## src/rtl/div_pkg.sv

```systemverilog
// Purpose: shared widths, constants and FSM state encoding for the 8/4 divider.
// Latency: n/a (declarations only).
// Backpressure: n/a.
//
// Contents:
//   DIVIDEND_W / DIVISOR_W  operand widths (quotient = dividend width,
//                           remainder = divisor width)
//   REM5_W                  internal partial-remainder width (one guard bit)
//   div_state_e             IDLE -> CALC -> DONE control FSM
package div_pkg;

  localparam int DIVIDEND_W = 8;
  localparam int DIVISOR_W  = 4;
  localparam int QUOT_W     = DIVIDEND_W;
  localparam int REM_W      = DIVISOR_W;
  localparam int REM5_W     = DIVISOR_W + 1;
  localparam int CNT_W      = 3;

  // One iteration per dividend bit; the counter walks 7 down to 0.
  localparam logic [CNT_W-1:0]  ITER_LOAD = 3'd7;

  // Result reported for a zero divisor: all-ones quotient, zero remainder.
  localparam logic [QUOT_W-1:0] DZ_QUOT = 8'hFF;
  localparam logic [REM_W-1:0]  DZ_REM  = 4'h0;

  typedef enum logic [1:0] {
    ST_IDLE = 2'd0,
    ST_CALC = 2'd1,
    ST_DONE = 2'd2
  } div_state_e;

endpackage

```

## src/rtl/div_step.sv

```systemverilog
// Purpose: one restoring-division step (shift in a dividend bit, try-subtract).
// Latency: purely combinational, zero cycles.
// Backpressure: none; output follows inputs.
//
// Ports:
//   rem4_i       partial remainder from the previous step (always < b_i)
//   dbit_i       next dividend bit, MSB first
//   b_i          divisor
//   rem4_next_o  partial remainder after this step
//   qbit_o       quotient bit produced by this step
module div_step
  import div_pkg::*;
(
  input  logic [REM_W-1:0] rem4_i,
  input  logic             dbit_i,
  input  logic [REM_W-1:0] b_i,
  output logic [REM_W-1:0] rem4_next_o,
  output logic             qbit_o
);

  logic [REM5_W-1:0] rem5;
  logic [REM_W-1:0]  diff4;
  logic              ge;

  assign rem5 = {rem4_i, dbit_i};
  assign ge   = (rem5 >= {1'b0, b_i});

  // When the subtraction is taken the true difference is < b <= 15, so the
  // low four bits of (rem5 - b) are exact and the modulo-16 subtract on the
  // low nibble gives the same answer without carrying the guard bit around.
  assign diff4 = rem5[REM_W-1:0] - b_i;

  always_comb begin
    qbit_o      = 1'b0;
    rem4_next_o = rem5[REM_W-1:0];
    if (ge) begin
      qbit_o      = 1'b1;
      rem4_next_o = diff4;
    end
  end

endmodule

```

## src/rtl/div_8x4_seq.sv

```systemverilog
// Purpose: sequential unsigned 8-bit / 4-bit restoring divider with divide-by-zero flag.
// Latency: 8 cycles accept-to-done (1 cycle for b==0); 9-cycle back-to-back throughput.
// Backpressure: start is ignored while busy; a new start is taken in IDLE or in the DONE cycle.
//
// Ports:
//   clk, rst_n   clock, asynchronous active-low reset
//   start        request pulse, sampled on rising clk
//   a, b         dividend / divisor, captured only when start is accepted
//   q, r         quotient / remainder, registered, held until the next result
//   busy         high during the eight CALC cycles
//   done         one-cycle pulse when q/r/dz are updated
//   dz           divide-by-zero flag belonging to the current q/r
module div_8x4_seq
  import div_pkg::*;
(
  input  logic                  clk,
  input  logic                  rst_n,
  input  logic                  start,
  input  logic [DIVIDEND_W-1:0] a,
  input  logic [DIVISOR_W-1:0]  b,
  output logic [QUOT_W-1:0]     q,
  output logic [REM_W-1:0]      r,
  output logic                  busy,
  output logic                  done,
  output logic                  dz
);

  // Control and working registers.
  div_state_e            state_q;
  logic [DIVIDEND_W-1:0] dvd_q;   // dividend, shifted left one bit per step
  logic [DIVISOR_W-1:0]  dvs_q;   // latched divisor
  logic [REM_W-1:0]      rem_q;   // partial remainder
  logic [QUOT_W-1:0]     quo_q;   // working quotient, hidden until DONE
  logic [CNT_W-1:0]      cnt_q;   // remaining iterations minus one

  // Registered outputs.
  logic [QUOT_W-1:0]     q_q;
  logic [REM_W-1:0]      r_q;
  logic                  busy_q;
  logic                  done_q;
  logic                  dz_q;

  // Next-step values from the shared restoring step.
  logic [REM_W-1:0]      rem_d;
  logic                  qbit_d;
  logic [QUOT_W-1:0]     quo_d;

  div_step u_step (
    .rem4_i      (rem_q),
    .dbit_i      (dvd_q[DIVIDEND_W-1]),
    .b_i         (dvs_q),
    .rem4_next_o (rem_d),
    .qbit_o      (qbit_d)
  );

  assign quo_d = {quo_q[QUOT_W-2:0], qbit_d};

  always_ff @(posedge clk or negedge rst_n) begin
    if (!rst_n) begin
      state_q <= ST_IDLE;
      dvd_q   <= '0;
      dvs_q   <= '0;
      rem_q   <= '0;
      quo_q   <= '0;
      cnt_q   <= '0;
      q_q     <= '0;
      r_q     <= '0;
      busy_q  <= 1'b0;
      done_q  <= 1'b0;
      dz_q    <= 1'b0;
    end else begin
      case (state_q)
        // IDLE and DONE share acceptance logic: a start in the DONE cycle
        // is taken on the same edge that would otherwise return to IDLE.
        ST_IDLE, ST_DONE: begin
          done_q <= 1'b0;
          if (start) begin
            if (b == '0) begin
              // Zero divisor: no iterations, result is ready right away.
              state_q <= ST_DONE;
              q_q     <= DZ_QUOT;
              r_q     <= DZ_REM;
              dz_q    <= 1'b1;
              done_q  <= 1'b1;
              busy_q  <= 1'b0;
            end else begin
              // q/r keep the previous result until this division ends.
              state_q <= ST_CALC;
              dvd_q   <= a;
              dvs_q   <= b;
              rem_q   <= '0;
              quo_q   <= '0;
              cnt_q   <= ITER_LOAD;
              dz_q    <= 1'b0;
              busy_q  <= 1'b1;
            end
          end else begin
            state_q <= ST_IDLE;
          end
        end

        // start is deliberately not looked at here.
        ST_CALC: begin
          dvd_q <= {dvd_q[DIVIDEND_W-2:0], 1'b0};
          rem_q <= rem_d;
          quo_q <= quo_d;
          cnt_q <= cnt_q - 1'b1;
          if (cnt_q == '0) begin
            // Last bit: publish the full quotient including this step's bit.
            state_q <= ST_DONE;
            q_q     <= quo_d;
            r_q     <= rem_d;
            busy_q  <= 1'b0;
            done_q  <= 1'b1;
          end
        end

        default: begin
          state_q <= ST_IDLE;
          busy_q  <= 1'b0;
          done_q  <= 1'b0;
        end
      endcase
    end
  end

  assign q    = q_q;
  assign r    = r_q;
  assign busy = busy_q;
  assign done = done_q;
  assign dz   = dz_q;

endmodule

```

## config.mk

```make
export PLATFORM = sky130hd
export DESIGN_NAME = div_8x4_seq
export DESIGN_NICKNAME = d
export VERILOG_FILES = /design/src/rtl/div_pkg.sv /design/src/rtl/div_step.sv /design/src/rtl/div_8x4_seq.sv
export SDC_FILE = /design/constraint.sdc
export NUM_CORES = 1
export LEC_CHECK = 0
export BUFFER_PORTS_ARGS = -buffer_cell sky130_fd_sc_hd__buf_2
export CAP_MARGIN = 10
export CORE_ASPECT_RATIO = 0.5
export CORE_MARGIN = 3
export CORE_UTILIZATION = 45
export DETAILED_ROUTE_END_ITERATION = 6
export GPL_TIMING_DRIVEN = 0
export HOLD_SLACK_MARGIN = 0.08
export PLACE_DENSITY = 0.62
export SLEW_MARGIN = 15
export SYNTH_ARGS = -nofsm -noshare
export SYNTH_HDL_FRONTEND = slang
export SYNTH_SLANG_ARGS = --single-unit
```

## constraint.sdc

```tcl
create_clock -name clk -period 2.1 [get_ports clk]
set_input_delay 0.105 -clock clk [delete_from_list [all_inputs] [get_ports clk]]
set_output_delay 0.105 -clock clk [all_outputs]
set_load 0.05 [all_outputs]
```

==> results.json, run 1 <==
{
  "nNetsFinal": 255,
  "min_to": "dvs_q[1]",
  "status": "finished clean",
  "cp_max_fo": 5,
  "ir_worst_vdd_mv": 0.744,
  "regToRegEndpoint": "r[0]",
  "maxCapViolCount": 0,
  "cts_sinks": 42,
  "ys_seq_area_frac": 0.518,
  "rsz0062_at_grt": "false",
  "period_share": 0.944,
  "cts_buffers": 5,
  "synth_warnings": 0,
  "synth_nets": 215,
  "synth_common_cells": "dfrtp_1, nand2_1, o21ai_0",
  "leakage_nw": 1.13,
  "cp.required_ps": 2320,
  "final.setup.tns_ps": 0,
  "area_delta_synth_final_pct": 18.0,
  "worst_pin_slew_ps": 923,
  "start_kind": "flop",
  "io_pins": 30,
  "fin_worst_skew_ps": 6.82,
  "place_congestion": 0.790,
  "grt_pass1_wl_mm": 6.82,
  "avgViaCountPerCell": 5.17,
  "hpwl_mm": 2.86,
  "pre_cts_ws_ps": 144,
  "htreeDepth": 2,
  "power.density_nw_per_um2": 1830,
  "first_global_vias": 1452,
  "dp.cells": 276,
  "synth_area_um2": 2030,
  "track_usage": 0.167,
  "slew_headroom": 0.385,
  "ys.flop_type": "dfrtp_1",
  "rrSetupSlack_ps": 120,
  "synth_top_cell_area_share": 0.518,
  "fin_ws_ps": 118,
  "worstRegToRegCells": 6,
  "period_needed_ps": 1980,
  "finalHoldViolations": 0,
  "clockRootBuffer": "clkbuf_8",
  "critPathKind": "reg -> reg",
  "clk_latency_ps": 290,
  "max_freq_mhz": 505,
  "die_area_um2": 5400,
  "cts_buffer_depth": 2,
  "crit_path_end_kind": "flop",
  "wire_per_inst_um": 13.4,
  "cts.clk_slew.worst_paths_ps": 80,
  "r2r-start": "rem_q[1]",
  "diodes": 0,
  "synth_most_common_cell": "dfrtp_1",
  "num_rows": 16,
  "hold_depth": 3,
  "antenna_found_initial": 0,
  "placed_area_um2": 2240,
  "hold_class": "in -> reg",
  "initial_utilization": 0.494,
  "drc": 0,
  "crit_arrival_ps": 2200,
  "portBuffers": 29,
  "die_h_um": 53.5,
  "grt-ovfl-total": 0,
  "synth.avg_cell_area_um2": 10.5,
  "slew_violations": 0,
  "drt_iter0_markers": 46,
  "dr_total_vias": 1484,
  "wl_mm": 3.86,
  "synth_area_leaders": "dfrtp_1, nand2_1, o21ai_0, mux2i_1, ha_1",
  "instances_no_fill": 287,
  "ant_nets": 0,
  "final_util": 0.583,
  "synth_cell_type_count": 42,
  "post_cts_buffers": 0,
  "min_from": "b[1]",
  "async_flop_share": 1.00,
  "core-area_um2": 4100,
  "post-synth-top-area-cell": "dfrtp_1",
  "grt_max_degree": 43,
  "synth_edf_count": 0,
  "die_width_um": 101,
  "ys_ff_latch": 42,
  "synthCells": 193,
  "layout-drive-gt1-share": 0.275,
  "layout.cell_area.non_filler_um2": 2390,
  "first_pass_iters": 4,
  "setup_viol": 0,
  "cts_tree": "done"
}
-- per-stage QoR --
stage                     hold WS (ps)  total power, mW
after floorplan                   -191             3.24
after global placement             292             3.68
after detailed placement           299             3.76
after CTS                         87.2             4.43
after global routing              90.2             4.75
final                             84.7             4.38
-- routing by layer --
metal | GRT usage | share of wire
met1 | 0.222 | 0.51
met2 | 0.263 | 0.45
met3 | 0.0474 | 0.031
met4 | 0.0574 | 0.013
met5 | 0 | 0
-- critical path, stage by stage, from the launching register on --
cell and delay (ps):
dfrtp_1 420, ha_1 360, a21oi_2 250, o21ai_2 130, a21boi_4 280, mux2_4 350, o21ai_2 120
-- sequential cells by signal (all words and copies together), names as in the netlist, 2 cells and up --
name / flops
cnt_q: 3
dvd_q: 8
dvs_q: 4
q: 8
quo_q: 7
r: 4
rem_q: 4
state_q: 2
-- worst max-delay path by stage --
stage / start / endpoint / slack, ps / cells past startpoint
final: rem_q[1] / r[0] / 120 / 6
after global placement: rem_q[1] / r[0] / 200 / 6
after detailed placement: rem_q[1] / r[0] / 140 / 6
after CTS: rem_q[1] / r[0] / 130 / 6
after global routing: rem_q[1] / rem_q[1] / 40 / 6
after floorplan: rem_q[1] / r[0] / 340 / 6
-- cell families after synthesis --
| kind of cell | share of synthesized area |
|---|---|
| and+or+nand+nor | 0.189 |
| DFF | 0.518 |
| AOI/OAI and AO/OA | 0.130 |
| muxes | 0.0654 |
| xor gates and xnor gates | 0.00432 |
| buffers and inverters | 0.0463 |
| adders and majority gates | 0.0469 |
-- layout make-up --
type	instances	area (µm²)
Buffer	9	55.1
Tap cell	54	67.6
Sequential cell	42	1050
Clock buffer	6	82.6
Inverter	9	38.8
Fill cell	375	1710
Clock inverter	1	30.0
Multi-Input combinational cell	133	883
Timing Repair Buffer	33	185
-- where the power goes --
| group | internal, mW | leakage [nW] | switching (mW) | total, mW |
|---|---|---|---|---|
| clock network | 0.381 | 0.0573 | 0.271 | 0.651 |
| registers | 1.17 | 0.516 | 0.202 | 1.37 |
| logic | 0.854 | 0.560 | 1.50 | 2.35 |
-- cell usage in the layout, fill, tap and decap left out, types with 4 or more instances in the layout --
cell type and n:
dfrtp_1 42, nand2_1 35, buf_2 31, o21ai_0 20, nor2_1 17, inv_1 8
mux2i_1 8, nor3_2 7, ha_1 6, clkbuf_8 6, o21ai_2 5, dlygate4sd3_1 4
-- timing repair --
action / in CTS / in global routing
setup endpoints to repair: 0 / 0
hold buffers: 4 / 0
hold endpoints to repair: 45 / 0
gates resized for setup: 0 / 0
(Power assumes the default switching activity.)
==> run 2, diff against run 1 <==
--- a/config.mk
+++ b/config.mk
@@ -9,11 +9,11 @@
 export CAP_MARGIN = 10
 export CORE_ASPECT_RATIO = 0.5
 export CORE_MARGIN = 3
-export CORE_UTILIZATION = 45
+export CORE_UTILIZATION = 40
 export DETAILED_ROUTE_END_ITERATION = 6
 export GPL_TIMING_DRIVEN = 0
 export HOLD_SLACK_MARGIN = 0.08
-export PLACE_DENSITY = 0.62
+export PLACE_DENSITY = 0.56
 export SLEW_MARGIN = 15
 export SYNTH_ARGS = -nofsm -noshare
 export SYNTH_HDL_FRONTEND = slang
==> results.json, run 2 (synthesis gave the netlist of run 1 again) <==
{
  "first_pass_iters": 4,
  "crit_chain": "ha_1 > a21oi_2 > o21ai_2 > a21boi_4 > mux2_4 > o21ai_2",
  "layout-drive-gt1-share": 0.270,
  "slew_violations": 0,
  "num_rows": 17,
  "p_int_mw": 2.28,
  "regToRegEndpoint": "r[0]",
  "cp_max_fo": 5,
  "pre_cts_ws_ps": 176,
  "critPathKind": "reg -> reg",
  "die_h_um": 56.4,
  "cts.clk_slew.worst_paths_ps": 70,
  "cts_buffer_depth": 2,
  "track_usage": 0.146,
  "switching_share": 0.460,
  "fin_worst_skew_ps": 3.97,
  "grt_max_degree": 43,
  "diodes": 0,
  "layout.cell_area.non_filler_um2": 2390,
  "hpwl_mm": 2.94,
  "cp.required_ps": 2320,
  "worst_pin_slew_ps": 926,
  "first_global_vias": 1528,
  "hold_class": "in -> reg",
  "place_congestion": 0.736,
  "io_pins": 30,
  "cp_top_family": "compound AO/OA/AOI/OAI gates",
  "dr_total_vias": 1464,
  "maxCapViolCount": 0,
  "finalHoldViolations": 0,
  "ir_worst_vdd_mv": 0.673,
  "start_kind": "flop",
  "power.density_nw_per_um2": 1770,
  "max_stage_delay_ps": 400,
  "grt_pass1_wl_mm": 6.96,
  "fin_ws_ps": 176,
  "pwr-share-clk": 0.120,
  "clk_latency_ps": 290,
  "min_to": "dvs_q[0]",
  "pwr-share-seq": 0.325,
  "hold_depth": 2,
  "max_freq_mhz": 520,
  "period_share": 0.916,
  "final_common_cell": "dfrtp_1",
  "rsz0062_at_grt": "false",
  "crit_path_top_delay_cell": "dfrtp_1",
  "initial_utilization": 0.437,
  "cts_resized": 0,
  "nNetsFinal": 256,
  "cts_buffers": 5,
  "min_from": "b[0]",
  "setup_viol": 0,
  "post_cts_buffers": 0,
  "r2r-start": "rem_q[1]",
  "final_util": 0.515,
  "path_common_cell": "o21ai_2",
  "switching_power_mw": 1.94,
  "crit_buf_inv": 0,
  "layout_common_cells": "dfrtp_1, nand2_1, buf_2",
  "htreeDepth": 2,
  "cts_sinks": 42,
  "pwr-share-comb": 0.555,
  "wl_mm": 3.87,
  "wire_per_inst_um": 13.0,
  "drc": 0,
  "slew_headroom": 0.383,
  "leakage_nw": 1.12,
  "rrSetupSlack_ps": 180,
  "crit_path_end_kind": "flop",
  "grt-ovfl-total": 0,
  "area_delta_synth_final_pct": 17.8,
  "die_area_um2": 6010,
  "avgViaCountPerCell": 4.90,
  "clockRootBuffer": "clkbuf_8",
  "portBuffers": 29,
  "cts_hold_buffers": 5,
  "worstRegToRegCells": 6,
  "drt_iter0_markers": 41,
  "final.setup.tns_ps": 0,
  "cts_tree": "done",
  "die_width_um": 107,
  "crit_arrival_ps": 2150,
  "ant_nets": 0,
  "status": "finished clean",
  "placed_area_um2": 2260,
  "core-area_um2": 4640,
  "period_needed_ps": 1920,
  "antenna_found_initial": 0
}
## run 2: cell types whose count changed in the layout (fill, tap and decap cells not counted)
cell / delta
bufinv_16: -1
dlygate4sd3_1: +1
## run 2: per-layer routing
metal / wire length (µm) / global-route usage
met1: 1940 / 0.196
met4: 26 / 0.0383
met2: 1750 / 0.233
met5: 0 / 0
met3: 157 / 0.0425
## run 2: area by class of cell
class | instances | area (µm²)
Buffer | 9 | 55.1
Clock buffer | 6 | 82.6
Fill cell | 462 | 2250
Inverter | 9 | 38.8
Multi-Input combinational cell | 133 | 883
Sequential cell | 42 | 1050
Tap cell | 66 | 82.6
Timing Repair Buffer | 34 | 195
## run 2: how the worst max path moves through the flow
stage,startpoint,end,depth (start not counted)
finish,rem_q[1],r[0],6
global placement,rem_q[1],r[0],6
global route,rem_q[1],r[1],6
detailed placement,rem_q[1],r[0],6
CTS,rem_q[1],r[0],6
floorplan,rem_q[1],r[0],6
## run 2: power groups by stage
stage | Sequential, mW | Combinational (mW) | Clock (mW)
floorplan | 1.78 | 1.47 | 0
global placement | 1.38 | 2.31 | 0
detailed placement | 1.39 | 2.37 | 0
CTS | 1.38 | 2.39 | 0.530
global route | 1.43 | 2.61 | 0.565
finish | 1.37 | 2.34 | 0.508
## run 2: per-stage QoR
stage | std cells | power [mW] | hold WS, ps
2_1_floorplan | 193 | 3.24 | -191
3_3_place_gp | 288 | 3.69 | 304
3_5_place_dp | 288 | 3.76 | 319
4_1_cts | 299 | 4.29 | 89.4
5_1_grt | 299 | 4.61 | 96.6
6_report | 299 | 4.22 | 96.0
==> run 3, diff against run 2 <==
--- a/config.mk
+++ b/config.mk
@@ -7,11 +7,9 @@
 export LEC_CHECK = 0
 export BUFFER_PORTS_ARGS = -buffer_cell sky130_fd_sc_hd__buf_2
 export CAP_MARGIN = 10
-export CORE_ASPECT_RATIO = 0.5
-export CORE_MARGIN = 3
+export CORE_ASPECT_RATIO = 1.4
 export CORE_UTILIZATION = 40
 export DETAILED_ROUTE_END_ITERATION = 6
-export GPL_TIMING_DRIVEN = 0
 export HOLD_SLACK_MARGIN = 0.08
 export PLACE_DENSITY = 0.56
 export SLEW_MARGIN = 15
==> results.json, run 3 (synthesis gave the netlist of run 1 again) <==
{
  "switching_power_mw": 1.93,
  "final.setup.tns_ps": 0,
  "diodes": 0,
  "grt_max_degree": 25,
  "core-area_um2": 4880,
  "start_kind": "flop",
  "crit_buf_inv": 0,
  "cts_resized": 0,
  "rrSetupSlack_ps": 200,
  "setup_viol": 0,
  "finalHoldViolations": 0,
  "die_h_um": 86.3,
  "crit_path_end_kind": "flop",
  "fin_worst_skew_ps": 7.21,
  "switching_share": 0.450,
  "cts_tree": "done",
  "period_share": 0.903,
  "portBuffers": 29,
  "drc": 0,
  "path_common_cell": "o21ai_2",
  "avgViaCountPerCell": 4.84,
  "cp_max_fo": 5,
  "slew_headroom": 0.675,
  "drt_iter0_markers": 46,
  "critPathKind": "reg -> reg",
  "cts_buffer_depth": 2,
  "worstRegToRegCells": 6,
  "grt-ovfl-total": 0,
  "worst_pin_slew_ps": 488,
  "die_area_um2": 5360,
  "cts.clk_slew.worst_paths_ps": 80,
  "nNetsFinal": 252,
  "leakage_nw": 1.13,
  "layout_common_cells": "dfrtp_1, nand2_1, buf_2",
  "track_usage": 0.160,
  "cts_buffers": 5,
  "antenna_found_initial": 0,
  "die_width_um": 62.2,
  "io_pins": 30,
  "hpwl_mm": 2.83,
  "final_common_cell": "dfrtp_1",
  "holdWs_ps": 87.1,
  "p_int_mw": 2.36,
  "layout-drive-gt1-share": 0.281,
  "r2r-start": "rem_q[1]",
  "first_global_vias": 1447,
  "clockRootBuffer": "clkbuf_8",
  "pwr-share-seq": 0.321,
  "regToRegEndpoint": "r[0]",
  "ant_nets": 0,
  "first_pass_iters": 4,
  "critPathCapture": "r[0]",
  "initial_utilization": 0.416,
  "wl_mm": 3.74,
  "cp.required_ps": 2320,
  "cts_sinks": 42,
  "dr_total_vias": 1427,
  "wire_per_inst_um": 12.7,
  "final_util": 0.491,
  "period_needed_ps": 1900,
  "place_congestion": 0.763,
  "crit_arrival_ps": 2120,
  "rsz0062_at_grt": "false",
  "crit_path_top_delay_cell": "dfrtp_1",
  "post_cts_buffers": 0,
  "power.density_nw_per_um2": 1790,
  "maxCapViolCount": 0,
  "fillCellCount": 499,
  "htreeDepth": 2,
  "startpoint": "rem_q[1]",
  "pwr-share-comb": 0.532,
  "slew_violations": 0,
  "max_stage_delay_ps": 400,
  "crit_chain": "ha_1 > a21oi_2 > o21ai_2 > a21boi_4 > mux2_4 > o21ai_2",
  "p_total_mw": 4.30,
  "ir_worst_vdd_mv": 0.666,
  "max_freq_mhz": 527,
  "cp_top_family": "compound AO/OA/AOI/OAI gates",
  "status": "finished clean",
  "grt_pass1_wl_mm": 6.65,
  "clk_latency_ps": 290,
  "num_rows": 30,
  "area_delta_synth_final_pct": 18.0,
  "hold_class": "in -> reg",
  "pwr-share-clk": 0.147,
  "worstSetupPathDepth": 6
}
## run 3: tightest hold or removal path, cell delays in order
cell and delay, ps:
buf_2 110, nand2_1 50, o21ai_0 80
## run 3: per-stage QoR
| stage | std cells | area [µm²] | worst slack [ps] |
|---|---|---|---|
| floorplan | 193 | 2030 | 336 |
| global placement | 283 | 2240 | 245 |
| detailed placement | 283 | 2240 | 228 |
| CTS | 295 | 2390 | 207 |
| global route | 295 | 2390 | 71.1 |
| finish | 295 | 2390 | 203 |
## run 3: area by class of cell
type / count / area [µm²] / share of cell area
clock buffer: 6 / 72.6 / 0.0303
clock inverter: 2 / 37.5 / 0.0157
inverter: 9 / 38.8 / 0.0162
multi-input combinational: 133 / 883 / 0.369
sequential: 42 / 1050 / 0.439
tap: 64 / 80.1 / 0.0335
timing repair buffer: 39 / 230 / 0.0962
## run 3: power groups by stage
stage	Clock, mW	Combinational (mW)	Sequential (mW)
floorplan	0	1.47	1.78
global placement	0	2.28	1.39
detailed placement	0	2.31	1.40
CTS	0.655	2.32	1.39
global route	0.687	2.56	1.43
finish	0.631	2.28	1.38
## run 3: how the worst min path moves through the flow
stage | startpoint | end | slack (ps) | depth (start not counted)
2_1_floorplan | rst_n | busy | -190 | 0
3_3_place_gp | rst_n | r[2] | -20 | 1
3_5_place_dp | rst_n | r[2] | -20 | 1
4_1_cts | a[1] | dvd_q[1] | 80 | 3
5_1_grt | b[1] | dvs_q[1] | 80 | 3
6_report | b[1] | dvs_q[1] | 90 | 3
## run 3: metal layers
layer / up-vias / wire, µm / track usage
li1: 728 / - / -
met2: 34 / 1840 / 0.281
met3: 5 / 177 / 0.0434
met1: 660 / 1660 / 0.189
met4: 0 / 54 / 0.0571
met5: - / 0 / 0
## run 3: what timing repair did
action / 4_1_cts / 5_1_grt
endpoints found under the hold margin: 45 / 0
endpoints found under the setup margin: 0 / 0
hold buffers: 4 / 0
